===== config.mk =====
export PLATFORM = sky130hd
export DESIGN_NAME = edge_event_arbiter_flat
export DESIGN_NICKNAME = d
export VERILOG_FILES = /design/src/rtl/edge_event_arbiter_pkg.sv /design/src/rtl/edge_event_arbiter_if.sv /design/src/rtl/edge_event_arbiter_channel.sv /design/src/rtl/edge_event_arbiter.sv /design/src/flat_wrapper.sv
export SDC_FILE = /design/constraint.sdc
export NUM_CORES = 1
export LEC_CHECK = 0
export CORE_ASPECT_RATIO = 0.75
export CORE_MARGIN = 5
export CORE_UTILIZATION = 50
export CTS_BUF_LIST = sky130_fd_sc_hd__clkbuf_2 sky130_fd_sc_hd__clkbuf_4 sky130_fd_sc_hd__clkbuf_8
export DETAILED_ROUTE_END_ITERATION = 12
export GPL_TIMING_DRIVEN = 0
export PLACE_DENSITY = 0.78
export SLEW_MARGIN = 20
export SYNTH_ARGS = -nofsm -noshare
export SYNTH_HDL_FRONTEND = slang
export SYNTH_SLANG_ARGS = --single-unit

===== constraint.sdc =====
create_clock -name iClk -period 3.6 [get_ports iClk]
set_clock_uncertainty 0.1 [all_clocks]
set_input_delay 0.9 -clock iClk [delete_from_list [all_inputs] [get_ports iClk]]
set_output_delay 0.9 -clock iClk [all_outputs]
set_load 0.03 [all_outputs]

===== src/rtl/edge_event_arbiter_pkg.sv =====
// Shared definitions for the edge event arbiter: default sizes, channel-index
// width helper and the event record carried on the output stream.
package edge_event_arbiter_pkg;

  localparam int N_CHANNELS_DEF = 4;
  localparam int TS_WIDTH_DEF   = 16;

  // Index width for n channels, never less than one bit.
  function automatic int clog2_min1(input int n);
    int r;
    r = 1;
    while ((32'sd1 << r) < n) begin
      r = r + 1;
    end
    return r;
  endfunction

  localparam int CH_WIDTH_DEF = clog2_min1(N_CHANNELS_DEF);

  typedef struct packed {
    logic [CH_WIDTH_DEF-1:0] channel;
    logic [TS_WIDTH_DEF-1:0] evt_time;
  } event_rec_t;

endpackage


===== src/rtl/edge_event_arbiter_if.sv =====
// Event output stream of the arbiter: valid/ready handshake carrying the
// channel index and the captured timestamp.
interface edge_event_arbiter_if
  import edge_event_arbiter_pkg::*;
#(
  parameter int CH_WIDTH = CH_WIDTH_DEF,
  parameter int TS_WIDTH = TS_WIDTH_DEF
) ();

  logic                oEventValid;
  logic [CH_WIDTH-1:0] oEventChannel;
  logic [TS_WIDTH-1:0] oEventTime;
  logic                iEventReady;

  modport master (
    output oEventValid,
    output oEventChannel,
    output oEventTime,
    input  iEventReady
  );

  modport slave (
    input  oEventValid,
    input  oEventChannel,
    input  oEventTime,
    output iEventReady
  );

endinterface


===== src/rtl/edge_event_arbiter_channel.sv =====
// One source line: rising-edge history, pending flag with its timestamp, and
// the sticky lost-edge flag.
module edge_event_channel
  import edge_event_arbiter_pkg::*;
#(
  parameter int TS_WIDTH = TS_WIDTH_DEF
) (
  input  logic                iClk,
  input  logic                iReset,
  input  logic                i_source,
  input  logic                i_enable,
  input  logic [TS_WIDTH-1:0] i_ts,
  input  logic                i_grant,
  input  logic                i_clear_overflow,
  output logic                o_pending,
  output logic [TS_WIDTH-1:0] o_ts,
  output logic                o_overflow
);

  logic [1:0]          r_buf;
  logic                r_pending;
  logic [TS_WIDTH-1:0] r_ts;
  logic                r_overflow;
  logic                w_edge;

  assign w_edge = ~r_buf[1] & r_buf[0] & i_enable;

  // A grant in the same cycle as a new edge frees the slot, so the new edge
  // re-arms it instead of counting as lost.
  always_ff @(posedge iClk) begin
    if (iReset) begin
      r_buf      <= 2'b00;
      r_pending  <= 1'b0;
      r_ts       <= '0;
      r_overflow <= 1'b0;
    end else begin
      r_buf <= {r_buf[0], i_source};
      if (w_edge && (!r_pending || i_grant)) begin
        r_pending <= 1'b1;
        r_ts      <= i_ts;
      end else if (i_grant) begin
        r_pending <= 1'b0;
      end
      if (w_edge && r_pending && !i_grant) begin
        r_overflow <= 1'b1;
      end else if (i_clear_overflow) begin
        r_overflow <= 1'b0;
      end
    end
  end

  assign o_pending  = r_pending;
  assign o_ts       = r_ts;
  assign o_overflow = r_overflow;

endmodule


===== src/rtl/edge_event_arbiter.sv =====
// Latches rising edges on N source lines with a timestamp and serialises them
// round-robin onto one registered valid/ready event stream.
module edge_event_arbiter
  import edge_event_arbiter_pkg::*;
#(
  parameter int N_CHANNELS = N_CHANNELS_DEF,
  parameter int TS_WIDTH   = TS_WIDTH_DEF,
  parameter int CH_WIDTH   = clog2_min1(N_CHANNELS)
) (
  input  logic                  iClk,
  input  logic                  iReset,
  input  logic [N_CHANNELS-1:0] iSource,
  input  logic [N_CHANNELS-1:0] iEnable,
  input  logic                  iClearOverflow,
  output logic [N_CHANNELS-1:0] oOverflow,
  edge_event_arbiter_if.master  evt
);

  logic [TS_WIDTH-1:0] r_ts;
  logic [CH_WIDTH-1:0] r_ptr;
  logic                r_valid;
  logic [CH_WIDTH-1:0] r_channel;
  logic [TS_WIDTH-1:0] r_time;

  logic [N_CHANNELS-1:0] w_pending;
  logic [N_CHANNELS-1:0] w_grant;
  logic [N_CHANNELS-1:0] w_overflow;
  logic [TS_WIDTH-1:0]   w_ts_store [N_CHANNELS];
  logic                  w_load;
  logic                  w_found;
  logic [CH_WIDTH-1:0]   w_idx;

  for (genvar g = 0; g < N_CHANNELS; g++) begin : g_ch
    edge_event_channel #(.TS_WIDTH(TS_WIDTH)) u_ch (
      .iClk             (iClk),
      .iReset           (iReset),
      .i_source         (iSource[g]),
      .i_enable         (iEnable[g]),
      .i_ts             (r_ts),
      .i_grant          (w_grant[g]),
      .i_clear_overflow (iClearOverflow),
      .o_pending        (w_pending[g]),
      .o_ts             (w_ts_store[g]),
      .o_overflow       (w_overflow[g])
    );
  end

  assign w_load = ~r_valid | evt.iEventReady;

  // First pending channel at or after the pointer, wrapping modulo N_CHANNELS.
  always_comb begin
    logic [CH_WIDTH:0] v_sum;
    v_sum   = '0;
    w_found = 1'b0;
    w_idx   = '0;
    for (int k = 0; k < N_CHANNELS; k++) begin
      v_sum = {1'b0, r_ptr} + (CH_WIDTH+1)'(k);
      if (v_sum >= (CH_WIDTH+1)'(N_CHANNELS)) begin
        v_sum = v_sum - (CH_WIDTH+1)'(N_CHANNELS);
      end else begin
        v_sum = v_sum;
      end
      if (!w_found && w_pending[v_sum[CH_WIDTH-1:0]]) begin
        w_found = 1'b1;
        w_idx   = v_sum[CH_WIDTH-1:0];
      end else begin
        w_idx = w_idx;
      end
    end
  end

  always_comb begin
    w_grant = '0;
    if (w_load && w_found) begin
      w_grant[w_idx] = 1'b1;
    end else begin
      w_grant = '0;
    end
  end

  always_ff @(posedge iClk) begin
    if (iReset) begin
      r_ts <= '0;
    end else begin
      r_ts <= r_ts + TS_WIDTH'(1);
    end
  end

  // Output register; channel and time hold when the stream drains empty.
  always_ff @(posedge iClk) begin
    if (iReset) begin
      r_valid   <= 1'b0;
      r_channel <= '0;
      r_time    <= '0;
      r_ptr     <= '0;
    end else if (w_load) begin
      if (w_found) begin
        r_valid   <= 1'b1;
        r_channel <= w_idx;
        r_time    <= w_ts_store[w_idx];
        if (w_idx == CH_WIDTH'(N_CHANNELS - 1)) begin
          r_ptr <= '0;
        end else begin
          r_ptr <= w_idx + CH_WIDTH'(1);
        end
      end else begin
        r_valid <= 1'b0;
      end
    end
  end

  assign evt.oEventValid   = r_valid;
  assign evt.oEventChannel = r_channel;
  assign evt.oEventTime    = r_time;
  assign oOverflow         = w_overflow;

endmodule


===== src/flat_wrapper.sv =====
// flat-port wrapper written by rule: the top's interface ports become plain ports
module edge_event_arbiter_flat import edge_event_arbiter_pkg::*;
#(
  parameter int N_CHANNELS = N_CHANNELS_DEF,
  parameter int TS_WIDTH   = TS_WIDTH_DEF,
  parameter int CH_WIDTH   = clog2_min1(N_CHANNELS)
)
  (iClk, iReset, iSource, iEnable, iClearOverflow, oOverflow, evt_oEventValid, evt_oEventChannel, evt_oEventTime, evt_iEventReady);
  edge_event_arbiter_if #(.CH_WIDTH(CH_WIDTH), .TS_WIDTH(TS_WIDTH)) evt_i ();
  input  logic iClk;
  input  logic iReset;
  input  logic [N_CHANNELS-1:0] iSource;
  input  logic [N_CHANNELS-1:0] iEnable;
  input  logic iClearOverflow;
  output logic [N_CHANNELS-1:0] oOverflow;
  output wire logic [$bits(evt_i.oEventValid)-1:0] evt_oEventValid;
  output wire logic [$bits(evt_i.oEventChannel)-1:0] evt_oEventChannel;
  output wire logic [$bits(evt_i.oEventTime)-1:0] evt_oEventTime;
  input wire logic [$bits(evt_i.iEventReady)-1:0] evt_iEventReady;
  assign evt_oEventValid = evt_i.oEventValid;
  assign evt_oEventChannel = evt_i.oEventChannel;
  assign evt_oEventTime = evt_i.oEventTime;
  assign evt_i.iEventReady = evt_iEventReady;
  edge_event_arbiter #(.N_CHANNELS(N_CHANNELS), .TS_WIDTH(TS_WIDTH), .CH_WIDTH(CH_WIDTH)) u_core (.iClk(iClk), .iReset(iReset), .iSource(iSource), .iEnable(iEnable), .iClearOverflow(iClearOverflow), .oOverflow(oOverflow), .evt(evt_i));
endmodule

==> flow_metrics.env <==
export IMPL_status="complete, no violations"
export IMPL_synth_area_leaders="dfxtp_1, o21ai_0, nand2b_1"
export IMPL_cts_buffers=17
export IMPL_startpoint_type="input pin"
export IMPL_r2r_end="u_core.g_ch[2].u_ch.o_ts[11]"
export IMPL_synth_ff_type="dfxtp_1"
export IMPL_final_net_count=631
export IMPL_insertion_delay_ps=440
export IMPL_swShare=0.257
export IMPL_arrival_ps=3010
export IMPL_synth_top_cell_by_area="dfxtp_1"
export IMPL_grt_pass1_vias=4363
export IMPL_hp_class="reg -> reg"
export IMPL_cp_required_ps=3860
export IMPL_place_inst=735
export IMPL_critPathMaxStageDelay_ps=550
export IMPL_nFillCells=907
export IMPL_place_area_um2=5610
export IMPL_die_w_um=127
export IMPL_yosys_area_top_type_share=0.459
export IMPL_slew_violations=0
export IMPL_clk_path_buf_depth=2
export IMPL_dp_slack_ps=396
export IMPL_die_h_um=97.5
export IMPL_drt_first_pass_iters=6
export IMPL_post_route_period_util=0.764
export IMPL_worst_slew_pin_slew_ps=845
export IMPL_clockPowerShare=0.440
export IMPL_final_cell_mix="dfxtp_1, o21ai_0, nand3_1, nand2b_1, nor2_1"
export IMPL_initial_core_util=0.504
export IMPL_seq_area_um2=2340
export IMPL_finalNonFillerCells=767
export IMPL_worstPathCellList="clkdlybuf4s50_1 > nand2b_1 > o21ai_0 > o21ai_1 > buf_2 > nand3_1 > a21oi_1"
export IMPL_syn_inst=566
export IMPL_holdWs_ps=363
export IMPL_hold_depth=2
export IMPL_vias=4610
export IMPL_drcViolationCount=0
export IMPL_grt_pass1_wl_mm=23.1
export IMPL_final_setup_tns_ps=0
export IMPL_synth_edff_count=0
export IMPL_drt_initial_drc_count=443
export IMPL_grt_ovfl_total=0
export IMPL_final_common_cell="dfxtp_1"
export IMPL_p_leak_nw=2.12
export IMPL_relSlewSlack=0.437
export IMPL_period_minus_slack_ps=2750
export IMPL_grt_max_degree=17
export IMPL_worstReg2RegStart="u_core.g_ch[0].u_ch.o_pending"
export IMPL_fin_area_um2=6030
export IMPL_numPortBuffers=33
export IMPL_ys_ff_latch=117
export IMPL_cts_clk_slew_worst_paths_ps=70
export IMPL_cts_repair_resized=0
export IMPL_post_route_util=0.596
export IMPL_std_cell_rows=32
export IMPL_via_per_inst=6.01
export IMPL_core_um2=10100
export IMPL_cp_top_family="compound AO/OA/AOI/OAI gates"
export IMPL_path_buf_inv=2
export IMPL_ys_seq_area_frac=0.459
export IMPL_syn_avg_cell_area_um2=9.02
export IMPL_ant_nets=0
export IMPL_setup_ws_ps=851
export IMPL_drt_total_wl_mm=14.7
export IMPL_area_delta_synth_final_pct=18.2
export IMPL_yosys_warnings=0
export IMPL_crit_path_end="u_core.g_ch[3].u_ch.o_ts[10]"
export IMPL_antenna_found_initial=0
export IMPL_multi_input_area_um2=2460
export IMPL_setup_viol=0
export IMPL_hold_viol=0
export IMPL_synth_nets=579
export IMPL_drive_above_1_share=0.106
export IMPL_antenna_cells=0
export IMPL_p_comb_frac=0.109
export IMPL_worstSetupStartpoint="evt_iEventReady"
export IMPL_post_drt_wl_per_cell_um=19.2
export IMPL_pwr_density_cell_nw_per_um2=494
export IMPL_cts_max_level=4
export IMPL_crit_fanout=10
export IMPL_cts_hold_buf=0
export IMPL_max_freq_mhz=364
export IMPL_post_cts_setup_buffers=0
export IMPL_maxCapViolCount=0
export IMPL_cp_end_kind="flip-flop"
export IMPL_power_total_mw=2.98
export IMPL_io_pins=35
export IMPL_cts_root_buf="clkbuf_8"
export IMPL_pwr_share_seq=0.451
export IMPL_cts_tree="done"
export IMPL_cellInternalPower_mw=2.21
export IMPL_power_switching_mw=0.766
export IMPL_synthDistinctLibCells=51
export IMPL_cts_sinks=117
export IMPL_netlist_area_um2=5110
export IMPL_rsz0062_at_grt="no"
export IMPL_place_gp_congestion=0.912
export IMPL_die_area_um2=12400
export IMPL_reg2regPathDepth=7
export IMPL_track_usage=0.239
export IMPL_ir_drop_mv=0.293
export IMPL_dp_hpwl_mm=10.3
export IMPL_async_flop_share=0
export IMPL_slowest_stage="o21ai_1"
export IMPL_crit_type="in -> reg"
export IMPL_cp_num_cells=7
export IMPL_ff2ff_setup_slack_ps=1320
worst register-to-register path, cell delays in order, from the launching register on:
cell,delay (ps)
dfxtp_1,300
buf_2,180
nor4_2,430
a21oi_2,180
o221ai_2,440
buf_2,370
nand3b_1,120
o21ai_0,90
sequential cells by signal (all words and copies together) (netlist names):
signal	flops
u_core.g_ch.u_ch.r_buf	8
u_core.g_ch.u_ch.o_overflow	4
u_core.evt.oEventTime	16
u_core.g_ch.u_ch.o_pending	4
u_core.r_ptr	2
u_core.evt.oEventValid	1
u_core.g_ch.u_ch.o_ts	64
u_core.r_ts	16
u_core.evt.oEventChannel	2
Yosys cell counts (all sizes together) (13+ instances only):
| library cell | number |
|---|---|
| a21oi | 27 |
| a221oi | 13 |
| buf | 23 |
| clkbuf | 27 |
| dfxtp | 117 |
| mux2i | 23 |
| nand2b | 39 |
| nand3 | 44 |
| nand3b | 22 |
| nor2 | 39 |
| nor2b | 29 |
| o21ai | 76 |
power by group through the flow:
stage	Clock [mW]	Sequential, mW	Combinational (mW)
detailed placement	0	1.37	0.317
global route	1.37	1.35	0.345
CTS	1.31	1.34	0.320
global placement	0	1.37	0.314
floorplan	0	1.41	0.170
finish	1.31	1.34	0.326
cell type report:
class,instances,area share
well taps,136,0.0282
plain buffers,50,0.0460
clock buffers,24,0.0506
repair buffers,33,0.0547
flip-flops and latches,117,0.388
inverters,6,0.00373
clock inverters,8,0.0203
multi-input cells,393,0.408
per-layer routing:
layer | part of all wire | global-route usage | up-vias | wire (µm)
met5 | 0 | 0 | - | 0
met4 | 0.024 | 0.0857 | 0 | 361
met3 | 0.095 | 0.0725 | 34 | 1400
met2 | 0.44 | 0.349 | 251 | 6480
met1 | 0.44 | 0.331 | 2218 | 6500
li1 | - | - | 2107 | -
cell families after synthesis:
kind of cell,Yosys count,synth area share
buffers and inverters,56,0.0588
AOI/OAI and AO/OA,154,0.189
adders and majority gates,1,0.00245
muxes,23,0.0451
and+or+nand+nor,201,0.222
xor gates and xnor gates,14,0.0240
DFF,117,0.459
worst min-delay path by stage:
stage	slack (ps)	start	to
after floorplan	340	u_core.g_ch[1].u_ch.o_overflow	u_core.g_ch[1].u_ch.o_overflow
after global placement	350	u_core.g_ch[1].u_ch.o_overflow	u_core.g_ch[1].u_ch.o_overflow
after detailed placement	360	u_core.evt.oEventChannel[1]	u_core.evt.oEventChannel[1]
after CTS	370	u_core.evt.oEventChannel[1]	u_core.evt.oEventChannel[1]
after global routing	380	u_core.g_ch[3].u_ch.r_buf[0]	u_core.g_ch[3].u_ch.r_buf[1]
final	360	u_core.evt.oEventChannel[1]	u_core.evt.oEventChannel[1]
Note: power is estimated with default switching activity, not from simulation.
